`config.mk`:
```
export PLATFORM = sky130hd
export DESIGN_NAME = sync_fifo_ctrl
export DESIGN_NICKNAME = d
export VERILOG_FILES = /design/src/rtl/sync_fifo_ctrl.sv
export SDC_FILE = /design/constraint.sdc
export NUM_CORES = 1
export LEC_CHECK = 0
export CORE_ASPECT_RATIO = 2
export CORE_MARGIN = 2
export CORE_UTILIZATION = 40
export DETAILED_ROUTE_END_ITERATION = 10
export PLACE_DENSITY = 0.7
export SYNTH_ARGS = -nofsm -noshare
export SYNTH_HDL_FRONTEND = slang
export SYNTH_SLANG_ARGS = --single-unit
```
`constraint.sdc`:
```
create_clock -name clk -period 4 [get_ports clk]
set_clock_uncertainty 0.1 [all_clocks]
set_input_delay 1 -clock clk [delete_from_list [all_inputs] [get_ports clk]]
set_output_delay 1 -clock clk [all_outputs]
set_load 0.02 [all_outputs]
```
`src/rtl/sync_fifo_ctrl.sv`:
```
// Pointer/flag controller for a synchronous FIFO driving a dual-port memory.
// Optional almost_full/almost_empty flags are enabled by defining SYNC_FIFO_ALMOST_EN.
module sync_fifo_ctrl #(
  parameter int W = 8,
  parameter int L = 5
`ifdef SYNC_FIFO_ALMOST_EN
  ,
  parameter int AF_TH = 28,
  parameter int AE_TH = 4
`endif
) (
  input  logic         clk,
  input  logic         rst,
  input  logic         push,
  input  logic [W-1:0] din,
  input  logic         pop,
  output logic         full,
  output logic         empty,
  output logic [L:0]   count,
  output logic         dout_valid,
  output logic         overflow,
  output logic         underflow,
`ifdef SYNC_FIFO_ALMOST_EN
  output logic         almost_full,
  output logic         almost_empty,
`endif
  output logic [W-1:0] mem_data_a,
  output logic [L-1:0] mem_addr_a,
  output logic         mem_wr_n,
  output logic [L-1:0] mem_addr_b,
  output logic         mem_rd_n
);

  localparam logic [L:0] DEPTH = {1'b1, {L{1'b0}}};

  logic [L:0] r_wptr;
  logic [L:0] r_rptr;
  logic [L:0] r_count;
  logic       r_full;
  logic       r_empty;
  logic       r_dv;
  logic       r_ovf;
  logic       r_unf;

  logic       w_push_ok;
  logic       w_pop_ok;
  logic [L:0] w_wptr_nxt;
  logic [L:0] w_rptr_nxt;
  logic [L:0] w_cnt_nxt;

  // Requests are judged against the flags registered at the start of the cycle.
  assign w_push_ok = push & ~r_full & ~rst;
  assign w_pop_ok  = pop & ~r_empty & ~rst;

  // Wrap bits make the pointer difference the true occupancy, 0..2^L.
  assign w_wptr_nxt = r_wptr + {{L{1'b0}}, w_push_ok};
  assign w_rptr_nxt = r_rptr + {{L{1'b0}}, w_pop_ok};
  assign w_cnt_nxt  = w_wptr_nxt - w_rptr_nxt;

  assign mem_data_a = din;
  assign mem_addr_a = r_wptr[L-1:0];
  assign mem_wr_n   = ~w_push_ok;
  assign mem_addr_b = r_rptr[L-1:0];
  assign mem_rd_n   = ~w_pop_ok;

  assign full       = r_full;
  assign empty      = r_empty;
  assign count      = r_count;
  assign dout_valid = r_dv;
  assign overflow   = r_ovf;
  assign underflow  = r_unf;

  always_ff @(posedge clk) begin
    if (rst) begin
      r_wptr  <= '0;
      r_rptr  <= '0;
      r_count <= '0;
      r_full  <= 1'b0;
      r_empty <= 1'b1;
      r_dv    <= 1'b0;
      r_ovf   <= 1'b0;
      r_unf   <= 1'b0;
    end else begin
      r_wptr  <= w_wptr_nxt;
      r_rptr  <= w_rptr_nxt;
      r_count <= w_cnt_nxt;
      r_full  <= (w_cnt_nxt == DEPTH);
      r_empty <= (w_cnt_nxt == '0);
      r_dv    <= w_pop_ok;
      if (push & r_full)
        r_ovf <= 1'b1;
      if (pop & r_empty)
        r_unf <= 1'b1;
    end
  end

`ifdef SYNC_FIFO_ALMOST_EN
  localparam logic [L:0] AF_LIM = AF_TH[L:0];
  localparam logic [L:0] AE_LIM = AE_TH[L:0];

  logic r_afull;
  logic r_aempty;

  assign almost_full  = r_afull;
  assign almost_empty = r_aempty;

  always_ff @(posedge clk) begin
    if (rst) begin
      r_afull  <= 1'b0;
      r_aempty <= 1'b1;
    end else begin
      r_afull  <= (w_cnt_nxt >= AF_LIM);
      r_aempty <= (w_cnt_nxt <= AE_LIM);
    end
  end
`endif

endmodule

```
-- Word-level counts from Yosys, hierarchy flattened
Index checks and enable logic that the tools add are counted.
- register bits after elaboration: 23
- bits of input ports: 12
- output and inout port bits: 31
- $add $sub $neg: 3
- equal/unequal tests: 1
- bitwise logic cells: 11
- reduce and logical (&&, ||, !) cells: 1
- operators by type and width (operator ; count):
    6-bit by 1-bit adder with 6-bit output ; 2
    1-bit bitwise AND ; 6
    6-bit == test (second input constant) ; 1
    6-bit logical NOT ; 1
    6-bit subtractor ; 1
    1-bit NOT ; 5

-- Logic depth before layout (Yosys ltp)
Gate-level depths: netlist of the first run.
- word-level depth: 6
- gate-level depth with buffers: 12
- gate-level depth less buffers: 12

-- Worst setup path before layout of the first run
Ideal clock, no wire load.
- path type: input -> register
- start point: input port rst
- end point: register r_empty (netlist: empty)
- setup time: 0.116 ns
- arrival: 3.086 ns
- setup slack: 0.698 ns
- stages: 12
- path through: nor2_1 and2_1 ha_1 ha_1 inv_1 ha_1 nor2b_1 o211ai_2 nand3b_1 maj3_2 xnor2_1 a41o_1
- cells in the longest elaborated chain, start to end: 5
- elaborated cells on any way between the ends: 7
- RTL lines (what ; line ; RTL):
    start: declaration ; 13 ; input logic rst,
    1-bit NOT ; 53 ; assign w_pop_ok = pop & ~r_empty & ~rst;
    1-bit bitwise AND ; 53 ;
    via w_pop_ok ; 46 ; logic w_pop_ok;
    6-bit by 1-bit adder with 6-bit output ; 57 ; assign w_rptr_nxt = r_rptr + {{L{1'b0}}, w_pop_ok};
    via w_rptr_nxt[1] ; 48 ; logic [L:0] w_rptr_nxt;
    6-bit subtractor ; 58 ; assign w_cnt_nxt = w_wptr_nxt - w_rptr_nxt;
    6-bit logical NOT ; 88 ; r_empty <= (w_cnt_nxt == '0);
    end signal: assignment ; 88 ;
    end: declaration ; 40 ; logic r_empty;
The timed path passes the listed nets, and every way through them passes these cells.
A chain may end at the register's enable or synchronous reset.

-- Worst setup path after layout of the first run
Ends and elaborated chain as after synthesis.

==> impl_table.tex, run 1 <==
\begin{tabular}{lr}
\hline
Metric & Value \\
\hline
\multicolumn{2}{l}{\textbf{Routing}} \\
Post-route ant nets & 0 \\
Detailed-route wire length per cell & 12.6 um \\
Total Routed Length & 2.05 mm \\
Per-cell via count in the routed design & 4.85 \\
DR iter-0 viols & 10 \\
Router iterations before antenna repair & 4 \\
Detailed-route DRC error count & 0 \\
DR vias & 785 \\
\multicolumn{2}{l}{\textbf{Logic synthesis}} \\
Average footprint of a synthesized cell & 9.56 um\^{}2 \\
Synth unique cells & 27 \\
Register bit count reported by yosys & 23 \\
Net count of the mapped netlist & 142 \\
Share of the yosys chip area belonging to registers & 39.8\% \\
Combined area of all synthesized cells & 0.00116 mm\^{}2 \\
Synth area leaders & dfxtp\_1 40\%, buf\_4 12\%, ha\_1 8.6\% \\
Post-synth top area share & 39.8\% \\
Count of synthesis-stage warnings from yosys & 0 \\
Cell taking the most area after synthesis & dfxtp\_1 \\
Gate count after technology mapping & 121 \\
\multicolumn{2}{l}{\textbf{Die}} \\
Vertical extent of the die & 80.1 um \\
DIE WIDTH & 42.0 um \\
Core Footprint & 0.00277 mm\^{}2 \\
Number of placement rows & 27 \\
Starting density of the core & 41.8\% \\
Number of top-level design ports & 43 \\
Die area & 0.00337 mm\^{}2 \\
\multicolumn{2}{l}{\textbf{Timing}} \\
Max\_slew headroom & 76.6\% \\
Number of max-slew violations in the final report & 0 \\
Fraction of the cycle the final worst path needs & 92.8\% \\
Final sum of negative setup slack & 0 ns \\
Worst hold slack after final layout & 0.381 ns \\
Slew @ Worst Pin & 0.350 ns \\
Period minus WS final & 3.71 ns \\
Number of failing hold endpoints at the final stage & 0 \\
Final Setup Violations & 0 \\
RSZ-0062 raised after global routing & no \\
Achievable Freq & 0.269 GHz \\
\multicolumn{2}{l}{\textbf{Final layout}} \\
Area occupied by registers & 460 um\^{}2 \\
Area added between synthesis and finish & 18.6\% \\
\# fillers & 272 \\
Final design instance area without fill & 0.00137 mm\^{}2 \\
Fraction of layout cells with a size suffix above 1 & 11.3\% \\
Count of antenna diodes in the layout & 0 \\
Number of nets in the layout & 155 \\
Cell Count, Final, Fillers Out & 162 \\
Multi-input combinational cell area & 528 um\^{}2 \\
\multicolumn{2}{l}{\textbf{Pwr}} \\
Clock network power share & 26.0\% \\
Share of power burned in registers & 47.0\% \\
Leak & 0.000553 uW \\
Proportion of total power due to net switching & 28.7\% \\
Psw & 157 uW \\
Overall power of the completed layout & 546 uW \\
Share of total power in combinational logic & 26.9\% \\
Peak ir drop on the vdd network & 202 uV \\
Ratio of total power to cell area & 398 mW/mm\^{}2 \\
Internal Power & 389 uW \\
\multicolumn{2}{l}{\textbf{Worst setup path}} \\
Critical Path Most Common Cell & ha\_1 \\
FF-to-FF setup slack & 1.20 ns \\
Worst path cell trace & clkdlybuf4s50\_1, nor2\_1, and2\_1, ha\_1, ha\_1, inv\_1, ha\_1, nor2b\_1, o211ai\_2, nand3b\_1, maj3\_2, xnor2\_1, a41o\_1 \\
Peak fanout along the critical path & 4 \\
Origin of the critical flop-to-flop path & empty \\
Reg2Reg Capture Point & empty \\
Worst EP required & 4.06 ns \\
Category of the critical setup timing path & primary input to register \\
Crit path max-delay cell type & clkdlybuf4s50\_1 \\
Top Family by Delay on Critical Path & adder cells \\
Peak per-stage delay on the critical path & 0.52 ns \\
Data arrival time of the worst path & 3.78 ns \\
Kind of start point of the critical path & primary input \\
Buf/Inv on CP & 2 \\
Depth of the most critical reg-to-reg path & 12 \\
Kind of capture point of the worst setup path & register \\
\multicolumn{2}{l}{\textbf{Clock tree}} \\
Buffers from clock root to sink, at most & 2 \\
Clock Tree Root & clkbuf\_8 \\
Cts-stage hold buffer count & 0 \\
Clock Sink Count & 23 \\
Post-CTS setup repair buffer count & 0 \\
CTS clock-pin slew for the worst setup and hold paths & 0.08 ns \\
\# resized after CTS & 0 \\
Clock insertion delay at the later pin of the skew report & 0.26 ns \\
CTS tree & built \\
Number of H-tree levels & 1 \\
CTS Buf Count & 3 \\
\multicolumn{2}{l}{\textbf{Place}} \\
HPWL reported at the end of detailed placement & 1.64 mm \\
Total placed instance area & 0.00133 mm\^{}2 \\
Number of buffers added on ports & 26 \\
Final RePlAce weighted congestion & 0.878 \\
Placed Instances & 158 \\
\multicolumn{2}{l}{\textbf{GRT}} \\
Number of global-route vias before repair & 802 \\
Global Route Usage Sum & 13.7\% \\
Aggregate global routing overflow & 0 \\
Antenna violations before repair & 0 \\
Global-route wire length before repair & 3.51 mm \\
Largest net degree at the start of global routing & 22 \\
\multicolumn{2}{l}{\textbf{Flow run}} \\
Max capacitance violation total & 0 \\
\multicolumn{2}{l}{\textbf{Outcome}} \\
Outcome & complete, no violations \\
\multicolumn{2}{l}{\textbf{Worst hold path}} \\
Min-Delay Startpoint & underflow \\
Hold Path Cell Cnt & 2 \\
Endpoint of the worst hold-timing path & underflow \\
Type of the worst min-delay path & register to register \\
\hline
\end{tabular}
-- worst max-delay path by stage --
stage | cells past startpoint | slack (ns) | endpoint | start
after detailed placement | 13 | 0.01 | empty | rst
final | 13 | 0.29 | empty | rst
after global routing | 13 | 0.13 | empty | rst
after CTS | 13 | 0.29 | empty | rst
after global placement | 13 | 0.09 | empty | rst
after floorplan | 12 | 0.70 | empty | rst
-- per-stage QoR --
stage | utilization [%] | setup slack (ns)
finish | 49.5 | 0.287
global route | 49.5 | 0.133
CTS | 49.5 | 0.287
detailed placement | 47.9 | 0.0132
global placement | 47.9 | 0.0855
floorplan | - | 0.698
-- registers in the layout, summed over array words and instances, names as in the netlist --
signal	flops
overflow	1
underflow	1
full	1
count	6
r_rptr	6
empty	1
dout_valid	1
r_wptr	6
-- cells by family after synthesis --
| kind of cell | share of synthesized area (%) |
|---|---|
| AO/OA/AOI/OAI | 4.32 |
| flip-flops | 39.8 |
| adder cells (fa/ha/maj) | 11.4 |
| buffers and inverters | 14.6 |
| XOR/XNOR | 11.8 |
| AND/OR/NAND/NOR | 18.2 |
-- power groups by stage --
stage,Sequential (uW),Combinational (uW),Clock (uW)
final,257,147,142
after CTS,258,149,146
after detailed placement,263,148,0
after global routing,260,159,159
after floorplan,282,84.3,0
after global placement,263,146,0
-- worst reg2reg max path, cell delays in order (launching register included) --
cell,delay [ns]
dfxtp_1,0.36
nor2_1,0.05
and2_1,0.17
ha_1,0.19
ha_1,0.33
inv_1,0.07
ha_1,0.29
nor2b_1,0.15
o211ai_2,0.17
nand3b_1,0.10
maj3_2,0.32
xnor2_1,0.15
a41o_1,0.23
-- cell usage after synthesis --
library cell	number
a21o_1	1
a21oi_1	3
a41o_1	1
and2_1	2
and3_1	1
buf_4	18
clkbuf_1	2
dfxtp_1	23
fa_1	1
ha_1	8
inv_1	7
maj3_2	1
nand2_1	4
nand3_1	3
nand3_2	3
nand3b_1	1
nor2_1	20
nor2_4	1
nor2b_1	4
nor3_1	1
nor3b_1	1
o211ai_2	1
o21ai_0	1
xnor2_1	5
xnor2_2	2
xor2_1	5
xor2_2	1
-- cells in the final DEF, fill, tap and decap left out, types with 2 or more instances in the layout --
cell             instances
nor2b_1                  4
nand3_2                  3
buf_4                    2
clkbuf_8                 3
dfxtp_1                 23
xnor2_2                  2
a21oi_1                  3
nor2_1                  20
inv_1                    7
nand3_1                  3
ha_1                     8
and2_1                   2
clkdlybuf4s50_1         26
xor2_1                   5
xnor2_1                  5
nand2_1                  4
-- area by class of cell --
type	instances	share of cell area, %
clock buffer	3	3.01
clock inverter	1	0.365
inverter	7	1.91
multi-input combinational	71	38.5
sequential	23	33.5
tap	29	2.64
timing repair buffer	28	20.1
-- metal layers --
| layer | global-route usage [%] | share of wire, % |
|---|---|---|
| met1 | 13.0 | 35 |
| met2 | 25.6 | 56 |
| met4 | 10.3 | 4.4 |
| met5 | 0 | 0 |
| met3 | 2.02 | 3.8 |
(Power assumes the default switching activity.)
==> run 2: changes to the inputs <==
- CORE_MARGIN: 2 -> unset
==> run 2 against run 1 <==
- count of clock-buffer cells in the layout stayed put
- hold slack hardly changed
- worst setup slack better by 0.030 ns
- combinational power hardly changed
- core utilization is 0.89 points higher
- sequential share of layout area is 0.18 points lower
- fmax is 0.82% higher
- first-iteration DRC count is 50% higher
- register-to-register slack hardly changed
- global-route usage is 1.8 points higher
- critical path type unchanged
- critical endpoint unchanged
==> impl_table.tex, run 2 (same netlist as run 1, synthesis figures left out) <==
\begin{tabular}{lr}
\hline
Metric & Value \\
\hline
\multicolumn{2}{l}{\textbf{Final layout}} \\
Number of nets in the layout & 156 (+0.65\%) \\
\# fillers & 264 (-2.9\%) \\
Area added between synthesis and finish & 19.2\% \\
Cell Count, Final, Fillers Out & 163 (+0.62\%) \\
Commonest non-fill, non-tap cells in the layout & 26 x clkdlybuf4s50\_1, 23 x dfxtp\_1, 20 x nor2\_1, 8 x ha\_1, 7 x inv\_1 \\
Fraction of layout cells with a size suffix above 1 & 11.9\% (+0.66 points) \\
Most common library cell in the layout ignoring fill and taps & clkdlybuf4s50\_1 \\
Count of antenna diodes in the layout & 0 (unchanged) \\
\multicolumn{2}{l}{\textbf{Timing}} \\
Final Setup Violations & 0 (unchanged) \\
RSZ-0062 raised after global routing & no \\
Slew @ Worst Pin & 0.334 ns (-0.0161 ns) \\
Fraction of the cycle the final worst path needs & 92.1\% (-0.75 points) \\
Final sum of negative setup slack & 0 ns (unchanged) \\
Period minus WS final & 3.68 ns (-0.0301 ns) \\
Max\_slew headroom & 77.7\% (+1.1 points) \\
Number of failing hold endpoints at the final stage & 0 (unchanged) \\
Number of max-slew violations in the final report & 0 (unchanged) \\
Achievable Freq & 0.272 GHz (+0.82\%) \\
\multicolumn{2}{l}{\textbf{Routing}} \\
Per-cell via count in the routed design & 4.92 (+1.5\%) \\
DR vias & 802 (+2.2\%) \\
Detailed-route DRC error count & 0 (unchanged) \\
Router iterations before antenna repair & 3 (-1) \\
DR iter-0 viols & 15 (+5) \\
Detailed-route wire length per cell & 12.5 um (-0.90\%) \\
Total Routed Length & 2.04 mm (-0.29\%) \\
Post-route ant nets & 0 (unchanged) \\
\multicolumn{2}{l}{\textbf{Worst setup path}} \\
Data arrival time of the worst path & 3.75 ns (-0.03 ns) \\
Crit path max-delay cell type & clkdlybuf4s50\_1 \\
Top Family by Delay on Critical Path & adder cells \\
Depth of the most critical reg-to-reg path & 12 (unchanged) \\
Worst path cell trace & clkdlybuf4s50\_1, nor2\_1, and2\_1, ha\_1, ha\_1, inv\_1, ha\_1, nor2b\_1, o211ai\_2, nand3b\_1, maj3\_2, xnor2\_1, a41o\_1 \\
Peak per-stage delay on the critical path & 0.52 ns (about the same) \\
Category of the critical setup timing path & primary input to register \\
Kind of capture point of the worst setup path & register \\
Number of stages on the worst setup path & 13 (unchanged) \\
Worst EP required & 4.07 ns (about the same) \\
Buf/Inv on CP & 2 (unchanged) \\
Critical Path Most Common Cell & ha\_1 \\
Peak fanout along the critical path & 4 (unchanged) \\
Kind of start point of the critical path & primary input \\
\multicolumn{2}{l}{\textbf{Die}} \\
Starting density of the core & 42.3\% (+0.52 points) \\
Number of placement rows & 27 (unchanged) \\
Core Footprint & 0.00274 mm\^{}2 (-1.2\%) \\
Number of top-level design ports & 43 (unchanged) \\
DIE WIDTH & 40.0 um (-4.8\%) \\
Die area & 0.00313 mm\^{}2 (-7.1\%) \\
Vertical extent of the die & 78.1 um (-2.5\%) \\
\multicolumn{2}{l}{\textbf{GRT}} \\
Global Route Usage Sum & 15.5\% (+1.8 points) \\
Aggregate global routing overflow & 0 (unchanged) \\
Antenna violations before repair & 0 (unchanged) \\
Global-route wire length before repair & 3.33 mm (-5.1\%) \\
Number of global-route vias before repair & 805 (+0.37\%) \\
Largest net degree at the start of global routing & 21 (-4.5\%) \\
\multicolumn{2}{l}{\textbf{Place}} \\
Placed Instances & 159 (+0.63\%) \\
Number of buffers added on ports & 26 (unchanged) \\
Final RePlAce weighted congestion & 0.904 (+2.9\%) \\
HPWL reported at the end of detailed placement & 1.65 mm (+0.56\%) \\
\multicolumn{2}{l}{\textbf{Clock tree}} \\
\# resized after CTS & 0 (unchanged) \\
CTS tree & built \\
Cts-stage hold buffer count & 0 (unchanged) \\
CTS Buf Count & 3 (unchanged) \\
Post-CTS setup repair buffer count & 0 (unchanged) \\
Clock Tree Root & clkbuf\_8 \\
Number of H-tree levels & 1 (unchanged) \\
Clock insertion delay at the later pin of the skew report & 0.27 ns (about the same) \\
Buffers from clock root to sink, at most & 2 (unchanged) \\
Clock Sink Count & 23 (unchanged) \\
CTS clock-pin slew for the worst setup and hold paths & 0.08 ns (about the same) \\
\multicolumn{2}{l}{\textbf{Worst hold path}} \\
Type of the worst min-delay path & register to register \\
Hold Path Cell Cnt & 2 (unchanged) \\
\multicolumn{2}{l}{\textbf{Pwr}} \\
Ratio of total power to cell area & 399 mW/mm\^{}2 (+0.18\%) \\
Peak ir drop on the vdd network & 313 uV (+55\%) \\
Leak & 0.000558 uW (+0.87\%) \\
\multicolumn{2}{l}{\textbf{Outcome}} \\
Outcome & complete, no violations \\
\multicolumn{2}{l}{\textbf{Flow run}} \\
Max capacitance violation total & 0 (unchanged) \\
\hline
\end{tabular}
[run 2: worst paths after layout]
| kind | startpoint | to | slack [ns] |
|---|---|---|---|
| worst min-delay path | overflow | overflow | 0.38 |
| worst min register to register | overflow | overflow | 0.38 |
| worst max register to register | empty | empty | 1.21 |
| worst max-delay path | rst | empty | 0.32 |
[run 2: area by class of cell]
type,count,area (um^2),share of cell area [%]
Multi-Input combinational cell,71,528,38.3
Tap cell,29,36.3,2.63
Timing Repair Buffer,29,283,20.5
Clock buffer,3,41.3,2.99
Sequential cell,23,460,33.4
Clock inverter,1,5.00,0.363
Inverter,7,26.3,1.90
[run 2: metrics by stage]
| step | hold slack [ns] | total power [uW] | area (um^2) | setup slack (ns) | util (%) |
|---|---|---|---|---|---|
| 2_1_floorplan | 0.430 | 366 | 1160 | 0.698 | - |
| 3_3_place_gp | 0.353 | 409 | 1330 | 0.0728 | 48.7 |
| 3_5_place_dp | 0.364 | 412 | 1330 | 0.0358 | 48.7 |
| 4_1_cts | 0.386 | 556 | 1380 | 0.314 | 50.4 |
| 5_1_grt | 0.428 | 583 | 1380 | 0.164 | 50.4 |
| 6_report | 0.381 | 550 | 1380 | 0.317 | 50.4 |
[run 2: routing by layer]
metal | wire [um] | track usage (%)
met1 | 701 | 14.7
met2 | 1140 | 25.6
met3 | 85 | 2.54
met4 | 116 | 13.8
met5 | 0 | 0
[run 2: worst reg2reg max path, delay by kind of cell (launching register included)]
| family | cells | cell delay [ns] |
|---|---|---|
| adder cells (fa/ha/maj) | 4 | 1.13 |
| buffers and inverters | 1 | 0.07 |
| XOR/XNOR | 1 | 0.15 |
| AND/OR/NAND/NOR | 4 | 0.48 |
| AO/OA/AOI/OAI | 2 | 0.39 |
| flip-flops | 1 | 0.37 |
[run 2: where the power goes]
part	internal, uW	switching, uW
Clock	69.7	74.5
Sequential	248	9.27
Combinational	72.4	75.9
Total	390	160
